**src/rtl/iteration_vector_generator_csg.sv**
```systemverilog
// Odometer-style iteration vector generator: walks an N-dimensional signed
// rectangular space from latched lower to upper bounds, one point per step.
module iteration_vector_generator_csg #(
    parameter int ITERATION_VARIABLE_WIDTH = 16,
    parameter int NUM_DIMENSIONS           = 3
) (
    input  logic                                             clk,
    input  logic                                             reset,
    input  logic                                             start,
    input  logic                                             step,
    input  logic                                             abort,
    input  logic [NUM_DIMENSIONS*ITERATION_VARIABLE_WIDTH-1:0] bound_lo,
    input  logic [NUM_DIMENSIONS*ITERATION_VARIABLE_WIDTH-1:0] bound_hi,
    output logic [NUM_DIMENSIONS*ITERATION_VARIABLE_WIDTH-1:0] ivar,
    output logic                                             valid,
    output logic                                             last,
    output logic                                             done,
    output logic                                             busy,
    output logic                                             cfg_error
);
    localparam int W = ITERATION_VARIABLE_WIDTH;
    localparam int N = NUM_DIMENSIONS;

    typedef enum logic [1:0] {IDLE, RUN, FIN} state_t;

    state_t         state_reg;
    logic [N*W-1:0] lo_reg;
    logic [N*W-1:0] hi_reg;
    logic [N*W-1:0] ivar_reg;
    logic [N*W-1:0] ivar_next;
    logic           cfg_error_reg;

    logic [N-1:0]   at_hi;
    logic [N-1:0]   carry;
    logic [N-1:0]   bad_cfg;
    logic           last_point;

    assign carry[0] = 1'b1;

    genvar gi;
    generate
        for (gi = 0; gi < N; gi++) begin : g_dim
            assign at_hi[gi]   = (ivar_reg[gi*W +: W] == hi_reg[gi*W +: W]);
            assign bad_cfg[gi] = ($signed(bound_lo[gi*W +: W]) > $signed(bound_hi[gi*W +: W]));
            // Increment only below hi, otherwise reload lo: no overflow at the signed maximum.
            assign ivar_next[gi*W +: W] = !carry[gi] ? ivar_reg[gi*W +: W] :
                                          at_hi[gi]  ? lo_reg[gi*W +: W]   :
                                          ivar_reg[gi*W +: W] + {{(W-1){1'b0}}, 1'b1};
            if (gi < N-1) begin : g_carry
                assign carry[gi+1] = carry[gi] & at_hi[gi];
            end
        end
    endgenerate

    assign last_point = &at_hi;

    always_ff @(posedge clk) begin
        if (reset) begin
            state_reg     <= IDLE;
            lo_reg        <= '0;
            hi_reg        <= '0;
            ivar_reg      <= '0;
            cfg_error_reg <= 1'b0;
        end else begin
            case (state_reg)
                IDLE: begin
                    if (start) begin
                        lo_reg <= bound_lo;
                        hi_reg <= bound_hi;
                        if (|bad_cfg) begin
                            state_reg     <= FIN;
                            cfg_error_reg <= 1'b1;
                        end else begin
                            state_reg     <= RUN;
                            ivar_reg      <= bound_lo;
                            cfg_error_reg <= 1'b0;
                        end
                    end
                end
                RUN: begin
                    if (abort) begin
                        state_reg <= IDLE;
                    end else if (step) begin
                        // The final point is held rather than wrapped back to lo.
                        if (last_point) begin
                            state_reg <= FIN;
                        end else begin
                            ivar_reg <= ivar_next;
                        end
                    end
                end
                FIN: begin
                    state_reg <= IDLE;
                end
                default: begin
                    state_reg <= IDLE;
                end
            endcase
        end
    end

    assign ivar      = ivar_reg;
    assign valid     = (state_reg == RUN);
    assign last      = (state_reg == RUN) && last_point;
    assign done      = (state_reg == FIN);
    assign busy      = (state_reg != IDLE);
    assign cfg_error = cfg_error_reg;

endmodule

```
**config.mk**
```make
export PLATFORM = sky130hd
export DESIGN_NAME = iteration_vector_generator_csg
export DESIGN_NICKNAME = d
export VERILOG_FILES = /design/src/rtl/iteration_vector_generator_csg.sv
export SDC_FILE = /design/constraint.sdc
export NUM_CORES = 1
export LEC_CHECK = 0
export ABC_CLOCK_PERIOD_IN_PS = 2670
export BUFFER_PORTS_ARGS = -buffer_cell sky130_fd_sc_hd__clkbuf_2
export CORE_UTILIZATION = 51
export DETAILED_ROUTE_END_ITERATION = 10
export MAX_ROUTING_LAYER = met4
export PLACE_DENSITY = 0.79
export SETUP_SLACK_MARGIN = 0.15
export SYNTH_ARGS = -nofsm -noshare
export SYNTH_HDL_FRONTEND = slang
export SYNTH_SLANG_ARGS = --single-unit
```
**constraint.sdc**
```tcl
create_clock -name clk -period 2.67 [get_ports clk]
set_input_delay 0.534 -clock clk [delete_from_list [all_inputs] [get_ports clk]]
set_output_delay 0.534 -clock clk [all_outputs]
set_load 0.02 [all_outputs]
```
==> impl_results.html <==
<table>
<tr><th>Metric</th><th>Value</th></tr>
<tr><th colspan="2">STA</th></tr>
<tr><td>Slack of the critical path</td><td>-0.1015 ns</td></tr>
<tr><td>Final clock period utilization by the worst path</td><td>103.8%</td></tr>
<tr><td>Unrepaired setup endpoints after global routing</td><td>yes</td></tr>
<tr><td>Relative slew slack</td><td>58.43%</td></tr>
<tr><td>Peak clock frequency supported by timing</td><td>360.8 MHz</td></tr>
<tr><td>Final hold violation count</td><td>0</td></tr>
<tr><td>Worst Skew</td><td>0.006846 ns</td></tr>
<tr><td>Number of max-slew violations in the final report</td><td>0</td></tr>
<tr><td>Hold Worst Slack</td><td>0.3416 ns</td></tr>
<tr><td>Final Critical Period</td><td>2.772 ns</td></tr>
<tr><td>Worst Tran Pin Value</td><td>0.6235 ns</td></tr>
<tr><td>Setup-violating endpoint count in the final report</td><td>39</td></tr>
<tr><th colspan="2">Cells and area</th></tr>
<tr><td>Non-filler instance count after layout</td><td>1613</td></tr>
<tr><td>Share of post-route cells with drive strength above 1</td><td>31.58%</td></tr>
<tr><td>Net count of the finished layout</td><td>1529</td></tr>
<tr><td>Area growth syn-to-layout</td><td>36.76%</td></tr>
<tr><th colspan="2">Die</th></tr>
<tr><td>Die Outline Area</td><td>0.01760 mm2</td></tr>
<tr><td>Vertical extent of the die</td><td>132.7 um</td></tr>
<tr><td>Initial standard-cell utilization of the core</td><td>52.32%</td></tr>
<tr><td>Number of I/O pins</td><td>154</td></tr>
<tr><td>Num rows</td><td>47</td></tr>
<tr><td>Core Area</td><td>0.01664 mm2</td></tr>
<tr><td>Overall die width</td><td>132.7 um</td></tr>
<tr><th colspan="2">Routing</th></tr>
<tr><td>First-iteration detailed-routing DRC count</td><td>890</td></tr>
<tr><td>Total number of vias</td><td>9380</td></tr>
<tr><td>TritonRoute pass-1 iters</td><td>5</td></tr>
<tr><td>Final Routed Wirelength</td><td>28100 um</td></tr>
<tr><td>DRC violation count after routing</td><td>0</td></tr>
<tr><td>Post-detailed-route count of antenna-violating nets</td><td>0</td></tr>
<tr><td>Routed WL per cell</td><td>17.42 um</td></tr>
<tr><td>Number of vias per cell after detailed routing</td><td>5.815</td></tr>
<tr><th colspan="2">Global route</th></tr>
<tr><td>Remaining Overflow, GRT</td><td>0</td></tr>
<tr><td>Via count of the first global-routing pass</td><td>8837</td></tr>
<tr><td>Largest net degree at the start of global routing</td><td>71</td></tr>
<tr><td>First-pass GRT wire length</td><td>42990 um</td></tr>
<tr><td>Antenna violations before repair</td><td>2</td></tr>
<tr><td>Total global routing track utilization</td><td>31.47%</td></tr>
<tr><th colspan="2">Logic synthesis</th></tr>
<tr><td>Simple-gate portion of the synthesized area</td><td>21.17%</td></tr>
<tr><td>Post-synthesis async set-or-reset flop share</td><td>0%</td></tr>
<tr><td>Area of the mapped netlist</td><td>0.008707 mm2</td></tr>
<tr><td>Post-synthesis mux area share</td><td>3.334%</td></tr>
<tr><td>EDFF count, synth</td><td>0</td></tr>
<tr><td>Dominant combinational cell family by area after synthesis</td><td>simple AND/OR/NAND/NOR gates</td></tr>
<tr><td>Net count of the mapped netlist</td><td>1256</td></tr>
<tr><td>Unique masters post-synth</td><td>61</td></tr>
<tr><td>Predominant post-synthesis flop cell</td><td>dfxtp_1</td></tr>
<tr><td>Part of the Yosys area used for sequential elements</td><td>33.80%</td></tr>
<tr><td>Compound-gate portion of the synthesized area</td><td>18.98%</td></tr>
<tr><td>Mean area per synthesized cell</td><td>7.887 um2</td></tr>
<tr><td>Share of synthesized cell area in full adder, half adder and majority cells</td><td>7.329%</td></tr>
<tr><td>Gate Count Post-Synth</td><td>1104</td></tr>
<tr><td>Number of register bits inferred by synthesis</td><td>147</td></tr>
<tr><td>Number of warning messages in the yosys log</td><td>0</td></tr>
<tr><td>Xor/xnor share of the synthesized area</td><td>9.053%</td></tr>
<tr><th colspan="2">Setup path</th></tr>
<tr><td>Crit path max fanout</td><td>7</td></tr>
<tr><td>Element type at the critical path end</td><td>flip-flop</td></tr>
<tr><td>Classification of the worst setup path</td><td>in -&gt; reg</td></tr>
<tr><td>Slowest Stage Delay on Critical Path</td><td>0.49 ns</td></tr>
<tr><td>Critical path required time</td><td>2.98 ns</td></tr>
<tr><td>Setup slack, reg-to-reg</td><td>0.19 ns</td></tr>
<tr><td>Critical Path, Cell by Cell</td><td>buf_6 &gt; inv_4 &gt; ha_4 &gt; nand4_1 &gt; nor4_2 &gt; buf_4 &gt; a2bb2oi_2 &gt; o31ai_1 &gt; buf_4 &gt; o2111a_2 &gt; o2bb2ai_4 &gt; buf_6 &gt; mux2i_1 &gt; nor2_1</td></tr>
<tr><td>Setup crit start kind</td><td>input port</td></tr>
<tr><td>Slowest cell on the critical path</td><td>nor4_2</td></tr>
<tr><td>Arrival time of data at the critical path endpoint</td><td>3.09 ns</td></tr>
<tr><th colspan="2">Clocking</th></tr>
<tr><td>Cts bufs inserted</td><td>17</td></tr>
<tr><td>Register clock-pin slew on the reported worst setup and hold paths</td><td>0.06 ns</td></tr>
<tr><td>Insertion delay to the later sink of the worst-skew pair</td><td>0.43 ns</td></tr>
<tr><td>CTS tree</td><td>yes</td></tr>
<tr><td>CTS Hold Buffers Added</td><td>0</td></tr>
<tr><td>Number of H-tree branching levels</td><td>4</td></tr>
<tr><td>Sink count of the clock tree</td><td>147</td></tr>
<tr><td>Maximum root-to-sink buffer count</td><td>2</td></tr>
<tr><td>CTS Root Cell</td><td>clkbuf_16</td></tr>
<tr><th colspan="2">Pwr</th></tr>
<tr><td>Worst ir drop on vdd</td><td>0.5384 mV</td></tr>
<tr><td>Leakage dissipation</td><td>5.744 nW</td></tr>
<tr><td>Power per cell area</td><td>529.1 mW/mm2</td></tr>
<tr><td>Total chip power</td><td>6.300 mW</td></tr>
<tr><th colspan="2">Flow run</th></tr>
<tr><td>Number of violations of the max-capacitance limit</td><td>0</td></tr>
<tr><th colspan="2">Placement</th></tr>
<tr><td>Sum of net half-perimeters after detailed placement</td><td>18290 um</td></tr>
<tr><td>Pre-CTS setup slack</td><td>-0.4685 ns</td></tr>
<tr><td>Port Buf Inserts</td><td>153</td></tr>
<tr><td>Final weighted congestion in routability-driven placement</td><td>0.9227</td></tr>
<tr><td>Placed Cells incl. Taps</td><td>1553</td></tr>
<tr><th colspan="2">Run status</th></tr>
<tr><td>Violated checks</td><td>setup timing</td></tr>
<tr><td>Status</td><td>finished, violations left</td></tr>
<tr><th colspan="2">Worst hold path</th></tr>
<tr><td>Hold Crit Class</td><td>in -&gt; reg</td></tr>
</table>
-- logic make-up after synthesis --
group / count (synthesis)
XOR/XNOR: 90
AO/OA/AOI/OAI: 256
adder cells (fa/ha/maj): 51
flip-flops: 147
AND/OR/NAND/NOR: 404
buffers and inverters: 127
multiplexers: 29
-- power breakdown --
part | internal [mW] | switching, mW | leakage (nW)
logic | 0.589 | 0.747 | 4.22
clock network | 1.65 | 0.917 | 0.316
registers | 2.31 | 0.0814 | 1.21
-- repair_timing --
item,CTS,global route
gates cloned,4,2
endpoints found under the hold margin,0,0
resized for setup,16,91
setup endpoints to repair,41,48
buffers inserted,7,12
pin swaps,9,33
-- layout make-up --
| type | count | area, um2 |
|---|---|---|
| flip-flops and latches | 147 | 2957 |
| clock inverters | 10 | 152.6 |
| repair buffers | 319 | 2237 |
| multi-input cells | 831 | 5558 |
| fillers | 1167 | 4735 |
| well taps | 220 | 275.3 |
| diodes | 3 | 7.507 |
| inverters | 61 | 236.5 |
| clock buffers | 22 | 484.2 |
-- critical path: cells and delay by family --
| family | cells | cell delay (ns) |
|---|---|---|
| buffers and inverters | 5 | 0.68 |
| AOI/OAI and AO/OA | 4 | 0.67 |
| muxes | 1 | 0.19 |
| adders and majority gates | 1 | 0.25 |
| and+or+nand+nor | 3 | 0.75 |
-- path summary, 6_finish.rpt --
kind,startpoint,endpoint,cells past startpoint
setup reg to reg,ivar[14]$_SDFFE_PP0P_,ivar[23]$_SDFFE_PP0P_,10
hold reg to reg,lo_reg[31]$_SDFFE_PP0P_,lo_reg[31]$_SDFFE_PP0P_,2
setup / recovery,bound_hi[28],ivar[9]$_SDFFE_PP0P_,14
hold / removal,bound_hi[15],hi_reg[15]$_SDFFE_PP0P_,3
-- synthesized netlist by cell type, types with 7 or more instances --
cell,n,area [um2]
a211oi_1,39,292.8
a21oi_1,145,725.7
and3_1,8,50.05
and4_1,7,61.31
clkbuf_1,49,183.9
dfxtp_1,147,2943
ha_1,51,638.1
inv_1,61,229.0
mux2i_1,29,290.3
nand2_1,232,870.8
nand3_1,22,110.1
nand4_1,14,87.58
nor2_1,76,285.3
nor3_1,13,65.06
nor4_1,10,62.56
o21ai_0,14,70.07
o2bb2ai_1,7,61.31
o2bb2ai_2,10,150.1
xnor2_1,23,201.4
xor2_1,67,586.8
-- metrics by stage --
stage                     util [%]  cell area (um2)  TNS [ns]
after floorplan                  -             8732         0
after global placement       63.61            10590    -17.58
after detailed placement     63.61            10590    -18.41
after CTS                    68.63            11420         0
after global routing         71.54            11910    -5.019
final                        71.55            11910    -1.843
-- per-layer routing --
| layer | wire length [um] | GRT usage (%) | share of wire [%] | up-vias |
|---|---|---|---|---|
| met1 | 11250 | 37.97 | 40 | 4380 |
| met5 | 0 | - | 0 | - |
| li1 | - | - | - | 4348 |
| met3 | 2426 | 6.437 | 8.6 | 141 |
| met4 | 1282 | 14.69 | 4.6 | 0 |
| met2 | 13130 | 50.29 | 47 | 511 |
-- placed cells by master (no fill, tap or decap), types with 18 or more instances in the layout --
cell type  instances
a211oi_1          25
a21oi_1          143
buf_4            150
clkbuf_16         18
clkbuf_2         143
dfxtp_1          136
ha_1              46
inv_1             57
mux2i_1           28
nand2_1          231
nand3_1           22
nor2_1            68
xnor2_1           23
xor2_1            67
No activity file was read; power rests on OpenSTA's default activity.
